<file path="config.mk">
export PLATFORM = sky130hd
export DESIGN_NAME = bcd_convert_seq
export DESIGN_NICKNAME = d
export VERILOG_FILES = /design/src/rtl/bcd_convert_seq.sv
export SDC_FILE = /design/constraint.sdc
export NUM_CORES = 1
export LEC_CHECK = 0
export ABC_AREA = 1
export BUFFER_PORTS_ARGS = -buffer_cell sky130_fd_sc_hd__buf_4
export CORE_MARGIN = 2
export CORE_UTILIZATION = 24
export CTS_BUF_LIST = sky130_fd_sc_hd__clkbuf_8
export DETAILED_ROUTE_END_ITERATION = 7
export GPL_TIMING_DRIVEN = 0
export PLACE_DENSITY_LB_ADDON = 0.25
export SYNTH_ARGS = -nofsm -noshare
export SYNTH_HDL_FRONTEND = slang
export SYNTH_SLANG_ARGS = --single-unit
</file>
<file path="constraint.sdc">
create_clock -name CLOCK_50 -period 2 [get_ports CLOCK_50]
set_input_delay 0.4 -clock CLOCK_50 [delete_from_list [all_inputs] [get_ports CLOCK_50]]
set_output_delay 0.4 -clock CLOCK_50 [all_outputs]
set_load 0.05 [all_outputs]
</file>
<file path="src/rtl/bcd_convert_seq.sv">
// Iterative binary-to-BCD converter (shift-and-add-3, one input bit per clock).
// Optional macro BCD_SEG_EN adds registered active-low 7-segment outputs HEX0/HEX1.
module bcd_convert_seq #(
    parameter int IN_W   = 5,
    parameter int DIGITS = 2
) (
    input  logic                  CLOCK_50,
    input  logic                  reset,
    input  logic [IN_W-1:0]       bin_in,
    input  logic                  in_valid,
    output logic                  in_ready,
    output logic [4*DIGITS-1:0]   bcd_out,
    output logic                  out_valid
`ifdef BCD_SEG_EN
    ,
    output logic [6:0]            HEX0,
    output logic [6:0]            HEX1
`endif
);

    function automatic int cnt_width(input int n);
        int w;
        w = 1;
        for (int i = 0; i < 31; i++) begin
            if ((1 << i) < n + 1) w = i + 1;
        end
        return w;
    endfunction

    localparam int CNT_W = cnt_width(IN_W);
    localparam int BCD_W = 4 * DIGITS;

    function automatic logic [BCD_W-1:0] add3(input logic [BCD_W-1:0] s);
        logic [BCD_W-1:0] r;
        r = s;
        for (int i = 0; i < DIGITS; i++) begin
            if (s[4*i +: 4] >= 4'd5) r[4*i +: 4] = s[4*i +: 4] + 4'd3;
        end
        return r;
    endfunction

    typedef enum logic [1:0] {IDLE, CONV, DONE} state_t;

    state_t             state_q, state_d;
    logic [IN_W-1:0]    shift_q, shift_d;
    logic [BCD_W-1:0]   scratch_q, scratch_d;
    logic [CNT_W-1:0]   count_q, count_d;
    logic [BCD_W-1:0]   bcd_q, bcd_d;
    logic [BCD_W-1:0]   scratch_adj;
    logic               last_iter;

    assign in_ready  = (state_q == IDLE) && !reset;
    assign out_valid = (state_q == DONE);
    assign bcd_out   = bcd_q;

    always_comb begin
        state_d     = state_q;
        shift_d     = shift_q;
        scratch_d   = scratch_q;
        count_d     = count_q;
        bcd_d       = bcd_q;
        last_iter   = 1'b0;
        scratch_adj = add3(scratch_q);
        case (state_q)
            IDLE: begin
                if (in_valid && in_ready) begin
                    state_d   = CONV;
                    shift_d   = bin_in;
                    scratch_d = '0;
                    count_d   = CNT_W'(IN_W);
                end
            end
            CONV: begin
                scratch_d = {scratch_adj[BCD_W-2:0], shift_q[IN_W-1]};
                shift_d   = shift_q << 1;
                if (count_q != '0) count_d = count_q - CNT_W'(1);
                // A count of 0 can only follow a corrupted state; leave CONV rather than wrap.
                if (count_q <= CNT_W'(1)) begin
                    last_iter = 1'b1;
                    state_d   = DONE;
                    bcd_d     = scratch_d;
                end
            end
            DONE: state_d = IDLE;
            default: state_d = IDLE;
        endcase
    end

    always_ff @(posedge CLOCK_50) begin
        if (reset) begin
            state_q   <= IDLE;
            shift_q   <= '0;
            scratch_q <= '0;
            count_q   <= '0;
            bcd_q     <= '0;
        end else begin
            state_q   <= state_d;
            shift_q   <= shift_d;
            scratch_q <= scratch_d;
            count_q   <= count_d;
            bcd_q     <= bcd_d;
        end
    end

`ifdef BCD_SEG_EN
    function automatic logic [6:0] seg7(input logic [3:0] d);
        logic [6:0] s;
        case (d)
            4'd0: s = 7'b1000000;
            4'd1: s = 7'b1111001;
            4'd2: s = 7'b0100100;
            4'd3: s = 7'b0110000;
            4'd4: s = 7'b0011001;
            4'd5: s = 7'b0010010;
            4'd6: s = 7'b0000010;
            4'd7: s = 7'b1111000;
            4'd8: s = 7'b0000000;
            4'd9: s = 7'b0010000;
            default: s = 7'h7F;
        endcase
        return s;
    endfunction

    logic [6:0] hex0_q, hex1_q;

    // Segments follow bcd_out on the same edge; a zero tens digit is blanked.
    always_ff @(posedge CLOCK_50) begin
        if (reset) begin
            hex0_q <= 7'b1000000;
            hex1_q <= 7'h7F;
        end else if (last_iter) begin
            hex0_q <= seg7(bcd_d[3:0]);
            hex1_q <= (bcd_d[7:4] == 4'd0) ? 7'h7F : seg7(bcd_d[7:4]);
        end
    end

    assign HEX0 = hex0_q;
    assign HEX1 = hex1_q;
`endif

endmodule
</file>
# Word-level counts from Yosys, hierarchy flattened
# Cells that the tools add are included.
# totals
memories	0
regBits	26
ramBits	0
input_bits	8
rom_bits	0
latchBits	0
# classes
n_div	0
eq_ne	5
order_cmp	3
reduce_logical	10
n_mul	0
bitwise_logic	0
n_mux	12
shifts	0
addsub	3
# op_table
operator	n
case mux 8 bit (2 select lines)	1
case mux 5 bit (2 select lines)	1
two-way mux 3 bit	3
greater-or-equal comparator 4 x 3 -> 1 bit, second input constant	2
two-way mux 8 bit	1
case mux 3 bit (2 select lines)	1
AND reduction 2 bit	3
two-way mux 5 bit	1
adder 4 x 2 -> 4 bit, second input constant	1
two-way mux 2 bit	2
two-way mux 4 bit	1
inequality test 2 bit, second input constant	2
case mux 2 bit (2 select lines)	1
adder 3 x 2 -> 3 bit, second input constant	1
<= comparator 3 x 1 -> 1 bit, second input constant	1
AND reduction 3 bit	1
nonzero test 3 bit	1
subtractor 3 x 1 -> 3 bit, second input constant	1
== test 2 x 1 -> 1 bit, second input constant	1
== test 2 bit, second input constant	1
logical AND 1 bit	2
zero test 2 bit	1
inequality test 2 x 1 -> 1 bit, second input constant	1
nonzero test 2 bit	1
zero test 1 bit	1

# Logic depth before layout (Yosys ltp)
# depth
word_depth	5
ltp_mapped	8
depth_no_buf	8

# Least setup slack after synthesis
# No wires, ideal clock.
# synth_timing
kind	input port to output port
from	input port reset
to	output port in_ready
t_arrival_ns	1.491
slack_ns	0.109
t_required_ns	1.600
path_stages	1
cell_sequence	nor3_1
# synth_via
elab_chain_len	2
# synth_lines
element	line	text
from (decl)	8	input logic reset,
zero test 1 bit	52	assign in_ready = (state_q == IDLE) && !reset;
logical AND 1 bit	52	
to (decl)	11	output logic in_ready,
# No other way between the ends.

# Final worst setup path
# layout_timing
from	register count_q[0]
to	register count_q[1]
# layout_via
elab_chain_len	3
# layout_lines
element	line	text
from (decl)	47	logic [CNT_W-1:0] count_q, count_d;
from (signal assigned)	100	count_q <= count_d;
subtractor 3 x 1 -> 3 bit or nonzero test 3 bit (tied branches)	76	if (count_q != '0) count_d = count_q - CNT_W'(1);
two-way mux 3 bit or inequality test 2 bit (tied branches)	n/a	
case mux 3 bit (2 select lines) or AND reduction 3 bit (tied branches)	n/a	
# Several ways; a longest one is shown, not always the timed one. The select of a mux whose other input is x is not followed.
# A chain may end at the register's enable or synchronous reset.

==> flow_metrics.tcl <==
set metrics [dict create \
    outcome "complete, no violations" \
    tightest_slew_ns 0.458 \
    rows 27 \
    synth_edf_count 0 \
    endpoint_kind "register" \
    multi_input_area_um2 678 \
    die_x_um 78.2 \
    ys_types 23 \
    cts_tree "yes" \
    cp-start-kind "register" \
    grt_pass1_vias 1089 \
    clock_latency_ns 0.27 \
    drv_cap 0 \
    rsz0062_at_grt "no" \
    gr-usage-all-layers_pct 10.2 \
    drtAntennaViolNets 0 \
    clockRootBuffer "clkbuf_8" \
    die_y_um 78.2 \
    drv_slew 0 \
    post-route-period-util_pct 75.1 \
    dr_wl_met2_mm 1.34 \
    synth_area_leaders "dfxtp_1 39%, nand2_1 15%, a21oi_1 6.8%, ha_1 6.6%, nor2_1 6.0%" \
    ir_drop_mv 0.325 \
    crit_buf_inv 1 \
    pin_count 18 \
    drive_gt1_share_pct 16.3 \
    netlist.area_leader.share_pct 39.4 \
    grt_pass1_wl_mm 4.98 \
    routedWlPerCell_um 10.4 \
    cp_slowest_cell "dfxtp_1" \
    grt_start_max_net_pins 16 \
    routed_wirelength_mm 2.92 \
    cts.repair.resized 0 \
    holdBufCountCts 0 \
    final_hold_viol_count 0 \
    path_max_fanout 4 \
    layout.nets 225 \
    die-area_um2 6120 \
    period_needed_ns 1.50 \
    vias 1183 \
    ys_warn_count 0 \
    core-area_um2 5410 \
    route.detailed.drc 0 \
    critical_path_arrival_ns 1.68 \
    power_leakage_nw 0.732 \
    yosysMostFrequentCell "nand2_1" \
    fillers 619 \
    htree_num_levels 1 \
    finClkSkew_ns 0.00353 \
    crit_type "reg -> reg" \
    place_ws_ns 0.494 \
    clock-sinks 26 \
    critPathTopFamily "simple AND/OR/NAND/NOR gates" \
    dp_hpwl_mm 2.13 \
    vias_per_cell 4.21 \
    grt_antenna_before_repair 0 \
    required_ns 2.18 \
    async_flop_share_pct 0 \
    syn2layout_area_growth_pct 21.9 \
    ys_seq_area_share_pct 39.4 \
    yosys.area.top_type "dfxtp_1" \
    timing.hold.ws_ns 0.335 \
    routedLengthMet1_mm 1.49 \
    path_clk_slew_ns 0.10 \
    synth_flop_cell "dfxtp_1" \
    place.gp.congestion 0.813 \
    cpPeakStageDelay_ns 0.40 \
    route.met3.wl_um 63 \
    seq_area_um2 520 \
    clk_path_buf_depth 2 \
    critical_path.cell_chain "inv_1 > ha_1 > ha_1 > or2_1 > nand2_1 > o21ai_0 > nand2_1 > nor2_1" \
    fin_ws_ns 0.498 \
    io_buffers 17 \
    cts_buffers 3 \
    start_util_pct 24.5 \
    syn_inst 188 \
    critPathLaunch "count_q[0]" \
    diodes 0 \
    setup_violations 0 \
    syn_area_um2 1320 \
    cts_setup_buffers 0 \
    grt-ovfl-total 0 \
    syn_nets 203 \
    fin_tns_setup_ns 0 \
    synth_common_cells "52 x nand2_1, 26 x dfxtp_1, 21 x nor2_1, 20 x inv_1, 18 x a21oi_1" \
    ys_ff_latch 26 \
    drt-pass1-iter-count 4 \
    drt_iter0_markers 41 \
    max_freq_ghz 0.666 \
    hp-start "reset" \
    reg2reg_from "count_q[0]" \
    power_density_nw_per_um2 748 \
    relSlewSlack_pct 69.5 \
    synth.avg_cell_area_um2 7.03 \
    highest_layer "met4" \
    hold_path_class "in -> reg" \
]
[per-layer routing]
metal / GRT usage (%) / up-vias
li1: - / 646
met1: 12.8 / 529
met2: 17.4 / 6
met3: 1.95 / 2
met4: 3.68 / 0
met5: 0 / -
[path summary, 6_finish.rpt]
check,end,slack (ns),depth (start not counted)
min,scratch_q[1],0.34,2
min reg2reg,scratch_q[7],0.47,2
max,count_q[1],0.50,8
max reg2reg,count_q[1],0.50,8
[state kept, by name, summed over array words and instances (netlist names)]
register / flops
shift_q: 5
count_q: 3
bcd_out: 8
state_q: 2
scratch_q: 8
[cell families after synthesis]
kind of cell	after synthesis	share of synthesized area (%)
buffers and inverters	29	9.37
AOI/OAI and AO/OA	28	11.3
DFF	26	39.4
adders and majority gates	7	6.62
and+or+nand+nor	97	32.6
muxes	1	0.757
[area by class of cell]
cell class	count	share of cell area, %
buffer	5	2.02
clock buffer	3	2.56
clock inverter	1	1.86
inverter	24	5.67
multi-input combinational	133	42.1
sequential	26	32.3
tap	72	5.59
timing repair buffer	17	7.92
[metrics by stage]
| step | instances | instance area [µm²] | power [mW] | utilization [%] |
|---|---|---|---|---|
| floorplan | 188 | 1320 | 0.717 | - |
| global placement | 277 | 1540 | 0.778 | 28.5 |
| detailed placement | 277 | 1540 | 0.778 | 28.5 |
| CTS | 281 | 1610 | 1.22 | 29.8 |
| global route | 281 | 1610 | 1.27 | 29.8 |
| finish | 281 | 1610 | 1.21 | 29.8 |
[power breakdown]
| group | switching (mW) | internal (mW) | total [mW] |
|---|---|---|---|
| Clock | 0.175 | 0.268 | 0.443 |
| Sequential | 0.0161 | 0.544 | 0.560 |
| Combinational | 0.133 | 0.0695 | 0.202 |
| Total | 0.324 | 0.881 | 1.21 |
[placed cells by master, fill, tap and decap left out, types with 2 or more instances in the layout]
master / synthesis / layout
a21oi_1: 18 / 18
dfxtp_1: 26 / 26
inv_1: 20 / 20
inv_2: 3 / 3
nand2_1: 52 / 52
nand3_1: 14 / 14
buf_2: 2 / 2
buf_4: 1 / 18
nand4_1: 4 / 4
nor2_1: 21 / 21
nand2_2: 2 / 2
ha_1: 7 / 7
o21ai_0: 8 / 8
clkbuf_8: 0 / 3
(Power assumes the default switching activity.)
